[config.mk]
export PLATFORM = sky130hd
export DESIGN_NAME = alu_result_fifo
export DESIGN_NICKNAME = d
export VERILOG_FILES = /design/src/rtl/alu_pkg.sv /design/src/rtl/sync_fifo.sv /design/src/rtl/alu_result_fifo.sv
export SDC_FILE = /design/constraint.sdc
export NUM_CORES = 1
export LEC_CHECK = 0
export CAP_MARGIN = 5
export CORE_AREA = 2 2 165 167
export CTS_BUF_LIST = sky130_fd_sc_hd__clkbuf_4 sky130_fd_sc_hd__clkbuf_8
export DETAILED_ROUTE_END_ITERATION = 10
export DIE_AREA = 0 0 167 169
export PLACE_DENSITY = 0.46
export SYNTH_ARGS = -nofsm -noshare
export SYNTH_HDL_FRONTEND = slang
export SYNTH_SLANG_ARGS = --single-unit
[constraint.sdc]
create_clock -name CLK -period 4.95 [get_ports CLK]
set_input_delay 0.99 -clock CLK [delete_from_list [all_inputs] [get_ports CLK]]
set_output_delay 0.99 -clock CLK [all_outputs]
set_load 0.02 [all_outputs]
[src/rtl/alu_pkg.sv]
// Shared constants for the signed ALU result path: source-unit tags and
// the default result widths of the four ALU units.
package alu_pkg;

    typedef enum logic [1:0] {
        TAG_ARITH = 2'b00,
        TAG_LOGIC = 2'b01,
        TAG_CMP   = 2'b10,
        TAG_SHIFT = 2'b11
    } tag_e;

    localparam int TAG_W       = 2;
    localparam int ARITH_OUT_W = 32;
    localparam int LOGIC_OUT_W = 16;
    localparam int CMP_OUT_W   = 2;
    localparam int SHIFT_OUT_W = 17;

endpackage

[src/rtl/sync_fifo.sv]
// Generic circular-buffer FIFO with first-word fall-through read data.
// DEPTH must be a power of two so the pointers wrap naturally.
module sync_fifo #(
    parameter int WIDTH = 34,
    parameter int DEPTH = 4
) (
    input  logic                     i_clk,
    input  logic                     i_rst,
    input  logic                     i_push,
    input  logic                     i_pop,
    input  logic [WIDTH-1:0]         i_data,
    output logic [WIDTH-1:0]         o_data,
    output logic                     o_full,
    output logic                     o_empty,
    output logic [$clog2(DEPTH):0]   o_count
);

    localparam int PTR_W = $clog2(DEPTH);

    logic [WIDTH-1:0] r_mem [DEPTH];
    logic [PTR_W-1:0] r_wr_ptr;
    logic [PTR_W-1:0] r_rd_ptr;
    logic [PTR_W:0]   r_count;
    logic             w_do_push;
    logic             w_do_pop;

    // The count tops out at DEPTH = 2**PTR_W, so its MSB alone marks full.
    assign o_full    = r_count[PTR_W];
    assign o_empty   = (r_count == '0);
    assign o_count   = r_count;
    assign w_do_pop  = i_pop && !o_empty;
    assign w_do_push = i_push && (!o_full || w_do_pop);

    // NOTE: sequential state uses non-blocking assignments so every register samples pre-edge values.
    always_ff @(posedge i_clk or posedge i_rst) begin
        if (i_rst) begin
            r_wr_ptr <= '0;
            r_rd_ptr <= '0;
            r_count  <= '0;
        end else begin
            if (w_do_push) r_wr_ptr <= r_wr_ptr + 1'b1;
            if (w_do_pop)  r_rd_ptr <= r_rd_ptr + 1'b1;
            case ({w_do_push, w_do_pop})
                2'b10:   r_count <= r_count + 1'b1;
                2'b01:   r_count <= r_count - 1'b1;
                default: r_count <= r_count;
            endcase
        end
    end

    // NOTE: storage has no reset; the count qualifies it, and the output mux forces zero while empty.
    always_ff @(posedge i_clk) begin
        if (w_do_push) r_mem[r_wr_ptr] <= i_data;
    end

    assign o_data = o_empty ? '0 : r_mem[r_rd_ptr];

endmodule

[src/rtl/alu_result_fifo.sv]
// Collects the one valid ALU unit result per cycle, tags and packs it, and
// buffers it for a valid/ready consumer; overflow and multi-flag cycles are counted.
module alu_result_fifo
    import alu_pkg::*;
#(
    parameter int Arith_Out_WIDTH = ARITH_OUT_W,
    parameter int Logic_Out_WIDTH = LOGIC_OUT_W,
    parameter int CMP_Out_WIDTH   = CMP_OUT_W,
    parameter int Shift_Out_WIDTH = SHIFT_OUT_W,
    parameter int FIFO_DEPTH      = 4,
    parameter int DROP_CNT_WIDTH  = 8
) (
    input  logic                          CLK,
    input  logic                          RST,
    input  logic [Arith_Out_WIDTH-1:0]    Arith_OUT,
    input  logic [Logic_Out_WIDTH-1:0]    Logic_OUT,
    input  logic [CMP_Out_WIDTH-1:0]      CMP_OUT,
    input  logic [Shift_Out_WIDTH-1:0]    SHIFT_OUT,
    input  logic                          Arith_Flag,
    input  logic                          Logic_Flag,
    input  logic                          CMP_Flag,
    input  logic                          SHIFT_Flag,
    output logic                          RES_VALID,
    input  logic                          RES_READY,
    output logic [Arith_Out_WIDTH-1:0]    RES_DATA,
    output logic [1:0]                    RES_TAG,
    output logic [$clog2(FIFO_DEPTH):0]   FIFO_COUNT,
    output logic [DROP_CNT_WIDTH-1:0]     DROP_CNT,
    output logic                          MULTI_ERR
);

    localparam int ENTRY_W = TAG_W + Arith_Out_WIDTH;

    logic [3:0]                   w_flags;
    logic                         w_push_req;
    logic                         w_multi;
    logic                         w_pop;
    logic                         w_full;
    logic                         w_empty;
    logic                         w_drop;
    logic [Arith_Out_WIDTH-1:0]   w_pack_data;
    tag_e                         w_pack_tag;
    logic [ENTRY_W-1:0]           w_head;
    logic [DROP_CNT_WIDTH-1:0]    r_drop_cnt;
    logic                         r_multi_err;

    assign w_flags    = {SHIFT_Flag, CMP_Flag, Logic_Flag, Arith_Flag};
    assign w_push_req = $onehot(w_flags);
    assign w_multi    = (|w_flags) && !w_push_req;

    // Narrow results are zero-extended; the shift MSB is carry-out, not a sign.
    always_comb begin
        // NOTE: defaults first so every path assigns every output and no latch is inferred.
        w_pack_data = '0;
        w_pack_tag  = TAG_ARITH;
        if (Arith_Flag) begin
            w_pack_data = Arith_OUT;
        end else if (Logic_Flag) begin
            w_pack_data[Logic_Out_WIDTH-1:0] = Logic_OUT;
            w_pack_tag                       = TAG_LOGIC;
        end else if (CMP_Flag) begin
            w_pack_data[CMP_Out_WIDTH-1:0] = CMP_OUT;
            w_pack_tag                     = TAG_CMP;
        end else if (SHIFT_Flag) begin
            w_pack_data[Shift_Out_WIDTH-1:0] = SHIFT_OUT;
            w_pack_tag                       = TAG_SHIFT;
        end
    end

    assign w_pop  = RES_VALID && RES_READY;
    assign w_drop = w_push_req && w_full && !w_pop;

    sync_fifo #(
        .WIDTH (ENTRY_W),
        .DEPTH (FIFO_DEPTH)
    ) u_fifo (
        .i_clk   (CLK),
        .i_rst   (RST),
        .i_push  (w_push_req),
        .i_pop   (w_pop),
        .i_data  ({w_pack_tag, w_pack_data}),
        .o_data  (w_head),
        .o_full  (w_full),
        .o_empty (w_empty),
        .o_count (FIFO_COUNT)
    );

    always_ff @(posedge CLK or posedge RST) begin
        if (RST) begin
            r_drop_cnt  <= '0;
            r_multi_err <= 1'b0;
        end else begin
            if ((w_multi || w_drop) && !(&r_drop_cnt)) r_drop_cnt <= r_drop_cnt + 1'b1;
            if (w_multi) r_multi_err <= 1'b1;
        end
    end

    assign RES_VALID = !w_empty;
    assign RES_DATA  = w_head[Arith_Out_WIDTH-1:0];
    assign RES_TAG   = w_head[ENTRY_W-1 -: TAG_W];
    assign DROP_CNT  = r_drop_cnt;
    assign MULTI_ERR = r_multi_err;

endmodule

==> impl_metrics.env, run 1 <==
export IMPL_overflow=0
export IMPL_tightest_slew_ns=0.964
export IMPL_min_period_over_period_pct=78.3
export IMPL_slew_headroom_pct=35.8
export IMPL_path_max_fanout=20
export IMPL_synthAdderAreaFrac_pct=2.34
export IMPL_cts_buffers=17
export IMPL_nNetsFinal=599
export IMPL_cts_sinks=152
export IMPL_ant_nets=0
export IMPL_initial_utilization_pct=24.6
export IMPL_wl_per_cell_um=17.9
export IMPL_clock_path_buffers=2
export IMPL_grt_pass1_wl_mm=23.8
export IMPL_synth_simple_area_share_pct=9.04
export IMPL_postCtsHoldBufs=0
export IMPL_multi_input_area_um2=1890
export IMPL_met2WireLength_mm=7.72
export IMPL_drt_iter0_markers=139
export IMPL_cts_repair_resized=0
export IMPL_cap_violations=0
export IMPL_status="finished clean"
export IMPL_tritoncts="yes"
export IMPL_rsz0062_at_grt="false"
export IMPL_gp_congestion=0.726
export IMPL_area_delta_synth_final_pct=31.1
export IMPL_fillers=2612
export IMPL_grt_usage_pct=11.2
export IMPL_vdd_ir_drop_worst_v=0.000253
export IMPL_place_ws_ns=0.653
export IMPL_synth_yosys_seq_area_share_pct=68.8
export IMPL_fin_ws_ns=1.08
export IMPL_dr_max_layer_used="met4"
export IMPL_period_needed_ns=3.87
export IMPL_min_path_type="reg -> reg"
export IMPL_clkTransAtPathRegs_ns=0.08
export IMPL_synth_top_family_by_area="multiplexers"
export IMPL_first_pass_iters=4
export IMPL_die_w_um=167
export IMPL_fp_row_count=60
export IMPL_hpwlAfterDp_mm=10.1
export IMPL_seq_area_um2=4490
export IMPL_grt_pass1_vias=4093
export IMPL_worst_ep_required_time_ns=3.96
export IMPL_synth_top_cell_by_area="edfxtp_1"
export IMPL_synth_compound_area_share_pct=3.45
export IMPL_vias=3728
export IMPL_dieArea_um2=28200
export IMPL_h_tree_depth=4
export IMPL_fin_setup_tns_ns=0
export IMPL_cp_end_kind="output port"
export IMPL_hold_ws_ns=0.518
export IMPL_maxSlewViolCount=0
export IMPL_synth_xor_area_share_pct=1.48
export IMPL_leakage_uw=0.00289
export IMPL_worstPathArrival_ns=2.88
export IMPL_m1WireLength_mm=7.11
export IMPL_finClkSkew_ns=0.0112
export IMPL_port_buffers=120
export IMPL_cp_start_kind="flip-flop"
export IMPL_grt_start_max_net_pins=52
export IMPL_muxShareOfSynthArea_pct=12.6
export IMPL_cellPowerDensity_nw_per_um2=534
export IMPL_synth_top_area_share_pct=62.6
export IMPL_drc_errors=0
export IMPL_clock_root_buffer="clkbuf_8"
export IMPL_hold_viol=0
export IMPL_routed_via_density=4.30
export IMPL_synth_cell_types=33
export IMPL_synthCells=387
export IMPL_core_um2=26500
export IMPL_pin_count=121
export IMPL_syn_cell_area_um2=6520
export IMPL_avgSynthCellArea_um2=16.8
export IMPL_final_setup_viol_count=0
export IMPL_synth_net_count=472
export IMPL_totalWireLength_mm=15.5
export IMPL_grt_antenna_before_repair=0
export IMPL_final_cell_mix="136 x edfxtp_1, 119 x clkdlybuf4s50_1, 51 x and2_1, 34 x mux4_2, 24 x nand2_1"
export IMPL_ys_warn_count=0
export IMPL_worstSetupPathType="reg -> out"
export IMPL_clock_latency_ns=0.42
export IMPL_die_h_um=169
export IMPL_cts_setup_buffers=0
export IMPL_drive_above_1_share_pct=16.4
export IMPL_final_common_cell="edfxtp_1"
export IMPL_ys_top_cells_by_area="edfxtp_1 63%, mux4_2 12%, dfrtp_1 6.1%"
export IMPL_fmax_mhz=258
export IMPL_n_antenna_cell=0
export IMPL_wl_met3_um=598
export IMPL_synth_seq_cells=152
Yosys cell counts (all sizes together):
cell type,n
fa,2
o31ai,2
nand4,1
or3,2
mux2i,1
clkbuf,14
dfrtp,16
o21bai,1
mux4,34
nor3,5
and3,4
ha,9
mux2,4
a22oi,14
xnor2,3
a221oi,2
o21ai,16
nor2,10
nor3b,3
and2,51
nand2b,2
xor2,8
edfxtp,136
nand2,24
nand3,2
buf,8
nor4,1
inv,12
state kept, by name, summed over array words and instances, names as in the netlist:
register	count
u_fifo.o_count	3
u_fifo.r_wr_ptr	2
DROP_CNT	8
u_fifo.r_rd_ptr	2
MULTI_ERR	1
u_fifo.r_mem	136
worst paths after layout:
kind,cells after the start,slack [ns],startpoint,end
setup / recovery,4,1.08,u_fifo.r_rd_ptr[0],RES_DATA[27]
hold / removal,1,0.52,MULTI_ERR,MULTI_ERR
setup reg to reg,9,2.63,u_fifo.o_count[0],u_fifo.o_count[2]
hold reg to reg,1,0.52,MULTI_ERR,MULTI_ERR
max in group asynchronous,2,3.52,RST,u_fifo.r_rd_ptr[1]
min in group asynchronous,2,0.95,RST,DROP_CNT[6]
metrics by stage:
stage / instances / area [um^2] / util [%] / total power (uW)
finish: 866 / 8550 / 32.3 / 4560
global route: 866 / 8550 / 32.3 / 4820
CTS: 866 / 8550 / 32.3 / 4660
detailed placement: 836 / 8140 / 30.7 / 3660
global placement: 836 / 8140 / 30.7 / 3640
floorplan: 387 / 6520 / - / 2820
per-layer routing:
layer / track usage, % / vias up
li1: - / 1721
met1: 14.4 / 1909
met2: 19.0 / 91
met3: 3.25 / 7
met4: 2.14 / 0
met5: 0 / -
logic make-up (layout without fill, tap and decap cells):
group,Yosys count,after routing
flops,152,152
fa+ha+maj,11,11
buf+inv,34,172
xor+xnor,11,11
simple gates,105,105
mux,39,39
compound gates,35,35
final cells by class:
cell class	instances	share of cell area [%]
inverters	12	0.527
clock buffers	17	2.74
flip-flops and latches	152	52.5
multi-input cells	201	22.1
clock inverters	13	2.09
repair buffers	130	15.0
well taps	341	4.99
critical path, stage by stage, from the launching register on:
cell and delay, ns:
dfrtp_2 0.84, buf_4 0.35, mux4_2 0.53, and2_1 0.19
clkdlybuf4s50_1 0.54
power breakdown:
group / internal, uW / leakage (uW) / switching, uW / total (uW)
Clock: 543 / 0.000203 / 444 / 986
Sequential: 1580 / 0.00143 / 204 / 1790
Combinational: 943 / 0.00125 / 845 / 1790
Power figures use the tool's default switching activity.
==> run 2: changes to the inputs <==
- PLACE_DENSITY: 0.46 -> 0.47
- clock period: 4.95 -> 3.53 ns (I/O delays scaled with it)
==> run 2 against run 1 <==
Effect of this change: count of clock-buffer cells in the layout did not move; largest power group is now combinational cells; critical path type unchanged; flip-flop and latch count did not move; sequential share of layout area fell by 1.2 points.
==> impl_metrics.env, run 2 (synthesized netlist as in run 1, its figures left out) <==
export IMPL_fin_setup_tns_ns=0
export IMPL_worst_ep_required_time_ns=2.82
export IMPL_grt_usage_pct=11.0
export IMPL_final_cell_area_um2=8740
export IMPL_final_common_cell="edfxtp_1"
export IMPL_largest_reg_flops=136
export IMPL_fmax_mhz=306
export IMPL_drc_errors=0
export IMPL_cts_buffers=17
export IMPL_worstSetupPathType="reg -> out"
export IMPL_cts_setup_buffers=0
export IMPL_fillers=2567
export IMPL_clock_path_buffers=2
export IMPL_hold_path_startpoint="DROP_CNT[7]"
export IMPL_cellPowerDensity_nw_per_um2=735
export IMPL_min_period_over_period_pct=92.7
export IMPL_area_delta_synth_final_pct=34.1
export IMPL_final_cell_mix="136 x edfxtp_1, 119 x clkdlybuf4s50_1, 50 x and2_1, 34 x mux4_2, 24 x nand2_1"
export IMPL_stdcell_count=885
export IMPL_overflow=0
export IMPL_placed_cell_area_um2=8340
export IMPL_die_w_um=167
export IMPL_slew_headroom_pct=57.3
export IMPL_fp_row_count=60
export IMPL_final_setup_viol_count=0
export IMPL_clock_root_buffer="clkbuf_8"
export IMPL_r2r_cells=9
export IMPL_finClkSkew_ns=0.0170
export IMPL_tightest_slew_ns=0.634
export IMPL_pin_count=121
export IMPL_worstPathArrival_ns=2.57
export IMPL_die_h_um=169
export IMPL_vias=3801
export IMPL_drive_above_1_share_pct=19.5
export IMPL_tritoncts="yes"
export IMPL_port_buffers=120
export IMPL_ant_nets=0
export IMPL_cp_end_kind="output port"
export IMPL_rr_endpoint="u_fifo.o_count[2]"
export IMPL_hpwlAfterDp_mm=10.5
export IMPL_hold_path_depth=1
export IMPL_core_um2=26500
export IMPL_hold_viol=0
export IMPL_nNetsFinal=616
export IMPL_h_tree_depth=4
export IMPL_routed_via_density=4.29
export IMPL_grt_pass1_vias=4118
export IMPL_status="finished clean"
export IMPL_grt_pass1_wl_mm=23.5
export IMPL_min_path_type="reg -> reg"
export IMPL_reg2reg_slack_ns=1.27
export IMPL_initial_utilization_pct=24.6
export IMPL_maxSlewViolCount=0
export IMPL_grt_antenna_before_repair=0
export IMPL_r2r_start="u_fifo.o_count[2]"
export IMPL_clkTransAtPathRegs_ns=0.09
export IMPL_vdd_ir_drop_worst_v=0.000378
export IMPL_grt_start_max_net_pins=52
export IMPL_dieArea_um2=28200
export IMPL_placedCellCount=853
export IMPL_critical_path_endpoint="RES_TAG[0]"
export IMPL_hold_ws_ns=0.517
export IMPL_leakage_uw=0.00298
export IMPL_cts_sinks=152
export IMPL_gp_congestion=0.766
export IMPL_crit_start="u_fifo.r_rd_ptr[0]"
export IMPL_first_pass_iters=4
export IMPL_seq_area_um2=4490
export IMPL_clock_latency_ns=0.44
export IMPL_cp_start_kind="flip-flop"
export IMPL_path_max_fanout=9
export IMPL_drt_iter0_markers=155
export IMPL_wl_per_cell_um=17.3
export IMPL_multi_input_area_um2=1900
export IMPL_totalWireLength_mm=15.3
export IMPL_largest_register="u_fifo.r_mem"
export IMPL_rsz0062_at_grt="false"
export IMPL_postCtsHoldBufs=0
export IMPL_cts_repair_resized=0
export IMPL_cap_violations=0
export IMPL_fin_util_pct=33.0
export IMPL_n_antenna_cell=0
export IMPL_period_needed_ns=3.27
## run 2: how the worst min path moves through the flow
stage                     slack [ns]                end
after floorplan                 0.48  u_fifo.o_count[2]
after global placement          0.50        DROP_CNT[7]
after detailed placement        0.50          MULTI_ERR
after CTS                       0.52        DROP_CNT[7]
after global routing            0.54          MULTI_ERR
final                           0.52        DROP_CNT[7]
## run 2: final cells by class
cell class | instances | share of cell area, %
multi-input combinational | 201 | 21.7
clock inverter | 15 | 1.90
timing repair buffer | 147 | 17.0
inverter | 12 | 0.515
sequential | 152 | 51.3
clock buffer | 17 | 2.68
tap | 341 | 4.88
## run 2: worst max-delay path, stage by stage (launching register included)
cell,delay [ns]
dfrtp_2,0.54
buf_4,0.29
mux4_2,0.52
and2_1,0.21
clkdlybuf4s50_1,0.55
## run 2: layer usage
layer / part of all wire, % / global-route usage [%]
met5: 0 / 0
met4: 0.77 / 2.92
met3: 5.9 / 3.83
met2: 50 / 18.8
met1: 43 / 13.3
## run 2: stage by stage
step	power, uW	setup WS (ns)
after detailed placement	5210	-0.201
after global routing	6790	0.105
after floorplan	3960	0.0649
after global placement	5190	-0.198
after CTS	6560	0.153
final	6430	0.258
## run 2: report_power, final
group          internal, uW  switching [uW]
Clock                   644             679
Combinational          1400            1290
Sequential             2220             195
Total                  4270            2160
==> edit 1 (flow settings as in run 2) <==
Set the package constant `ARITH_OUT_W` to 48 (it was 32).
--- a/src/rtl/alu_pkg.sv
+++ b/src/rtl/alu_pkg.sv
@@ -10,7 +10,7 @@
     } tag_e;
 
     localparam int TAG_W       = 2;
-    localparam int ARITH_OUT_W = 32;
+    localparam int ARITH_OUT_W = 48;
     localparam int LOGIC_OUT_W = 16;
     localparam int CMP_OUT_W   = 2;
     localparam int SHIFT_OUT_W = 17;
Ports: changed (resized Arith_OUT and RES_DATA); port bits go from 121 to 153. No check against the original RTL was run, so the function may have changed too.
==> edit 1 against run 2 <==
Sequential cell count is 64 higher. Global-route usage grew 3.3 points. Synthesized cell count grew 26%. Count of clock-buffer cells in the layout increased by 33. First-iteration DRC count up 88%. Setup slack worse by 0.00080 ns. Cell area grew 36%. Non-clock buffer count up 39. Synthesized area increased by 38%. Worst hold slack lost 0.011 ns. Routed wire length is 30% higher. Critical path depth is the same. Total power up 43%. Critical path type unchanged. Critical endpoint is now RES_DATA[15].
==> edit 1: results (changes against run 2) <==
status: "completed"
clock_tree_area_fraction_pct: 5.92  # +1.3 points
synth_area_leaders: "sky130_fd_sc_hd__edfxtp_1 (67%), sky130_fd_sc_hd__mux4_2 (13%), sky130_fd_sc_hd__and2_1 (5.8%)"
total_leakage_power_nw: 4.15  # +39%
gr-usage-met1_pct: 18.1  # +4.8 points
met3RoutedLength_mm: 1.06  # +18%
final.clkbuf_count: 50  # +33
instance_area_after_placement_um2: 11200  # +34%
mappedNetlistNets: 589  # +25%
grt_start_max_net_pins: 54  # +3.8%
globalRouteMet2Util_pct: 24.4  # +5.5 points
critical_path.max_stage_delay_ns: 0.58  # +0.03 ns
utilization_pct: 45.0  # +12 points
met2_wirelength_mm: 10.0  # +30%
grt_usage_pct: 14.3  # +3.3 points
die_area_um2: 28200  # unchanged
initial_antenna_violation_count: 1  # +1
min_delay_worst_endpoint: "MULTI_ERR"
asyncSetResetFlopFracSynth_pct: 7.41  # -3.1 points
layout.nonclk_buf_share_pct: 16.0  # -0.99 points
post-dp-hpwl_mm: 13.0  # +23%
sequential_cell_area_um2: 6410  # +43%
min-delay-start: "MULTI_ERR"
layout.comb_gates.multi_input: 219  # +9.0%
max-slew-margin-rel_pct: 39.3  # -18 points
cts_made_buffers: 38  # +21
vias_in_the_first_global_route: 5488  # +33%
drive_above_1_share_pct: 21.5  # +2.1 points
wl_per_cell_um: 19.0  # +9.6%
clock_skew_ns: 0.00962  # -0.00739 ns
h_tree_depth: 2  # -2
proportion_of_synthesized_chip_area_in_sequential_cells_pct: 71.2  # +2.4 points
clk_latency_ns: 0.51  # +0.07 ns
regToRegStartpoint: "u_fifo.o_count[0]"
timing.critical_path.to: "RES_DATA[15]"
fillers: 2331  # -9.2%
area_taken_by_multi_input_logic_gates_um2: 2370  # +25%
drt_iter0_markers: 291  # +88%
routedLengthMet1_mm: 8.51  # +28%
max-vdd-ir-drop_mv: 0.359  # -4.9%
final_weighted_congestion_of_routability_driven_global_placement: 0.739  # -3.5%
grt_use_met3_pct: 3.46  # -0.37 points
preCtsSetupSlack_ns: -0.162  # +0.0396 ns
timing.reg2reg.setup_slack_ns: 1.06  # -0.21 ns
diodes: 0  # unchanged
inv_count: 25  # +13
max_reg_flops: 200  # +47%
clk_pin_slew_ns: 0.06  # -0.03 ns
synth.avg_cell_area_um2: 18.4  # +9.5%
tightest_hold_margin_ns: 0.505  # -0.0114 ns
synth_common_cells: "sky130_fd_sc_hd__edfxtp_1 (200), sky130_fd_sc_hd__and2_1 (83), sky130_fd_sc_hd__mux4_2 (50)"
fin_cells: 1051  # +19%
number_of_search_and_repair_iterations_in_the_first_detailed_routing_pass: 9  # +5
placedCellCount: 983  # +15%
number_of_nets_in_the_layout: 787  # +28%
grt_pass1_wl_mm: 31.1  # +33%
crit_path_top_delay_cell: "sky130_fd_sc_hd__mux4_2"
path_max_fanout: 18  # +9
edit 1: changes by cell type in the layout (fill, tap and decap cells not counted), sizes merged, moves of 4 or more:
cell                  run 2  this run
a222oi                    0        13
a22oi                    14         0
and2                     51        83
buf                      28        35
clkbuf                   17        50
clkdlybuf4s50           119       151
clkinv                    3        12
clkinvlp                  4         0
edfxtp                  136       200
inv                      18        26
mux4                     34        50
nand2                    24         7
o21ai                    16         1
edit 1: power by group:
group          internal (mW)  switching [mW]  total, mW
logic                   1.94            1.80       3.74
clock network           1.21           0.930       2.14
registers               3.14           0.170       3.31
total                   6.29            2.90       9.19
edit 1: logic make-up after synthesis:
family | after synthesis | synth area share [%]
adders and majority gates | 11 | 1.70
AOI/OAI and AO/OA | 22 | 2.27
and+or+nand+nor | 121 | 8.22
muxes | 54 | 13.0
DFF | 216 | 71.2
buffers and inverters | 53 | 2.52
xor gates and xnor gates | 11 | 1.07
==> edit 2 (settings of run 2) <==
Without the edit above. Reset style: synchronous (`RST` and `i_rst`), changed in 2 clocked blocks.
--- a/src/rtl/sync_fifo.sv
+++ b/src/rtl/sync_fifo.sv
@@ -32,7 +32,7 @@
     assign w_do_push = i_push && (!o_full || w_do_pop);
 
     // NOTE: sequential state uses non-blocking assignments so every register samples pre-edge values.
-    always_ff @(posedge i_clk or posedge i_rst) begin
+    always_ff @(posedge i_clk) begin
         if (i_rst) begin
             r_wr_ptr <= '0;
             r_rd_ptr <= '0;
--- a/src/rtl/alu_result_fifo.sv
+++ b/src/rtl/alu_result_fifo.sv
@@ -85,7 +85,7 @@
         .o_count (FIFO_COUNT)
     );
 
-    always_ff @(posedge CLK or posedge RST) begin
+    always_ff @(posedge CLK) begin
         if (RST) begin
             r_drop_cnt  <= '0;
             r_multi_err <= 1'b0;
Formal check against the unedited RTL: differs if RST is asserted again (counterexample within 4 cycles, from zero or initial values and one cycle with RST high); with RST held inactive, the same outputs for 4 cycles.
==> edit 2 against run 2 <==
Routed wire length grew 3.6%. Setup slack lost 0.13 ns. Sequential cell count grew 2. Utilization grew 0.35 points. Maximum frequency shrank 3.8%. Clock power grew 9.8%. Synthesized area grew 0.84%. Total power shrank 13%. Cell area grew 1.1%. Sequential share of layout area shrank 1.0 points. Largest power group is now sequential cells. Highest routed layer unchanged.
==> edit 2: results (changes against run 2) <==
status: "completed"
globalRouteMet2Util_pct: 19.5  # +0.64 points
min_delay_worst_endpoint: "DROP_CNT[1]"
fmax_ghz: 0.294  # -3.8%
max-slew-margin-rel_pct: 46.8  # -11 points
path_max_fanout: 2  # -7
cp-startpoint: "Logic_Flag"
timing.reg2reg.setup_slack_ns: 1.12  # -0.15 ns
routed_wl_mm: 15.9  # +3.6%
max-vdd-ir-drop_mv: 0.268  # -29%
regToRegStartpoint: "u_fifo.o_count[2]"
vias_after_detailed_routing: 3898  # +2.6%
vias_in_the_first_global_route: 4274  # +3.8%
gr-usage-met1_pct: 14.4  # +1.1 points
grt_usage_pct: 11.6  # +0.52 points
min-delay-start: "DROP_CNT[1]"
drt_iter0_markers: 178  # +15%
grt_use_met3_pct: 3.86  # +0.023 points
proportion_of_synthesized_chip_area_in_sequential_cells_pct: 67.6  # -1.2 points
post-dp-hpwl_mm: 10.6  # +0.43%
drive_above_1_share_pct: 19.0  # -0.45 points
timing.hold.worst_path_depth: 2  # +1
total_leakage_power_nw: 2.89  # -2.9%
preCtsSetupSlack_ns: -0.396  # -0.194 ns
asyncSetResetFlopFracSynth_pct: 0  # -11 points
instance_area_after_placement_um2: 8400  # +0.71%
fillers: 2574  # +0.27%
diodes: 0  # unchanged
synthAdderAreaFrac_pct: 2.32  # -0.020 points
synth_area_leaders: "sky130_fd_sc_hd__edfxtp_1 (62%), sky130_fd_sc_hd__mux4_2 (12%), sky130_fd_sc_hd__dfxtp_1 (5.5%)"
cp_data_arrival_time_ns: 3.76  # +1.19 ns
clk_latency_ns: 0.46  # +0.02 ns
synth_cell_type_count: 42  # +27%
number_of_nets_in_the_layout: 634  # +2.9%
timing.critical_path.to: "u_fifo.o_count[2]"
synth_common_cells: "sky130_fd_sc_hd__edfxtp_1 (136), sky130_fd_sc_hd__and2_1 (54), sky130_fd_sc_hd__mux4_2 (34)"
multiplexer_share_of_the_synthesized_area_pct: 12.5  # -0.18 points
count_of_flip_flops_with_a_built_in_enable_after_synthesis: 136  # unchanged
mappedNetlistNets: 497  # +5.3%
clk_pin_slew_ns: 0.10
hold_path_class: "reg -> reg"
clock_skew_ns: 0.0196  # +0.00255 ns
synthXorXnorAreaFrac_pct: 0.666  # -0.81 points
compound_cell_area_share_of_the_yosys_netlist_pct: 4.80  # +1.3 points
grt_pass1_wl_mm: 24.3  # +3.6%
## edit 2: cell type report
| class | instances | area (um2) | share of cell area [%] |
|---|---|---|---|
| clock buffer | 18 | 241 | 2.73 |
| inverter | 13 | 51.3 | 0.581 |
| tap | 341 | 427 | 4.83 |
| multi-input combinational | 219 | 1990 | 22.5 |
| clock inverter | 14 | 191 | 2.17 |
| sequential | 154 | 4450 | 50.3 |
| timing repair buffer | 144 | 1490 | 16.9 |
## edit 2: metal layers
metal  wire, um  vias to the layer above  part of all wire, %
li1           -                     1848                    -
met1       7040                     1938                   44
met2       7860                      100                   49
met3        886                       12                  5.6
met4        109                        0                 0.69
met5          0                        -                    0
## edit 2: worst max-delay path, cell delays in order
cell	delay (ns)
sky130_fd_sc_hd__clkdlybuf4s50_1	0.49
sky130_fd_sc_hd__inv_2	0.05
sky130_fd_sc_hd__fa_1	0.51
sky130_fd_sc_hd__inv_1	0.05
sky130_fd_sc_hd__ha_2	0.16
sky130_fd_sc_hd__ha_1	0.28
sky130_fd_sc_hd__or3b_4	0.39
sky130_fd_sc_hd__nor2_4	0.10
sky130_fd_sc_hd__inv_1	0.05
sky130_fd_sc_hd__ha_2	0.17
sky130_fd_sc_hd__inv_2	0.06
sky130_fd_sc_hd__fa_2	0.19
sky130_fd_sc_hd__xor2_1	0.08
sky130_fd_sc_hd__or3_1	0.36
sky130_fd_sc_hd__a21oi_1	0.12
## edit 2: through the flow
stage / hold WS [ns] / instances
2_1_floorplan: 0.480 / 412
3_3_place_gp: 0.489 / 871
3_5_place_dp: 0.500 / 871
4_1_cts: 0.514 / 903
5_1_grt: 0.528 / 903
6_report: 0.511 / 903
## edit 2: where the power goes
group          internal, mW  switching [mW]
clock network         0.782           0.668
logic                 0.987           0.974
registers              2.14          0.0650
total                  3.90            1.71
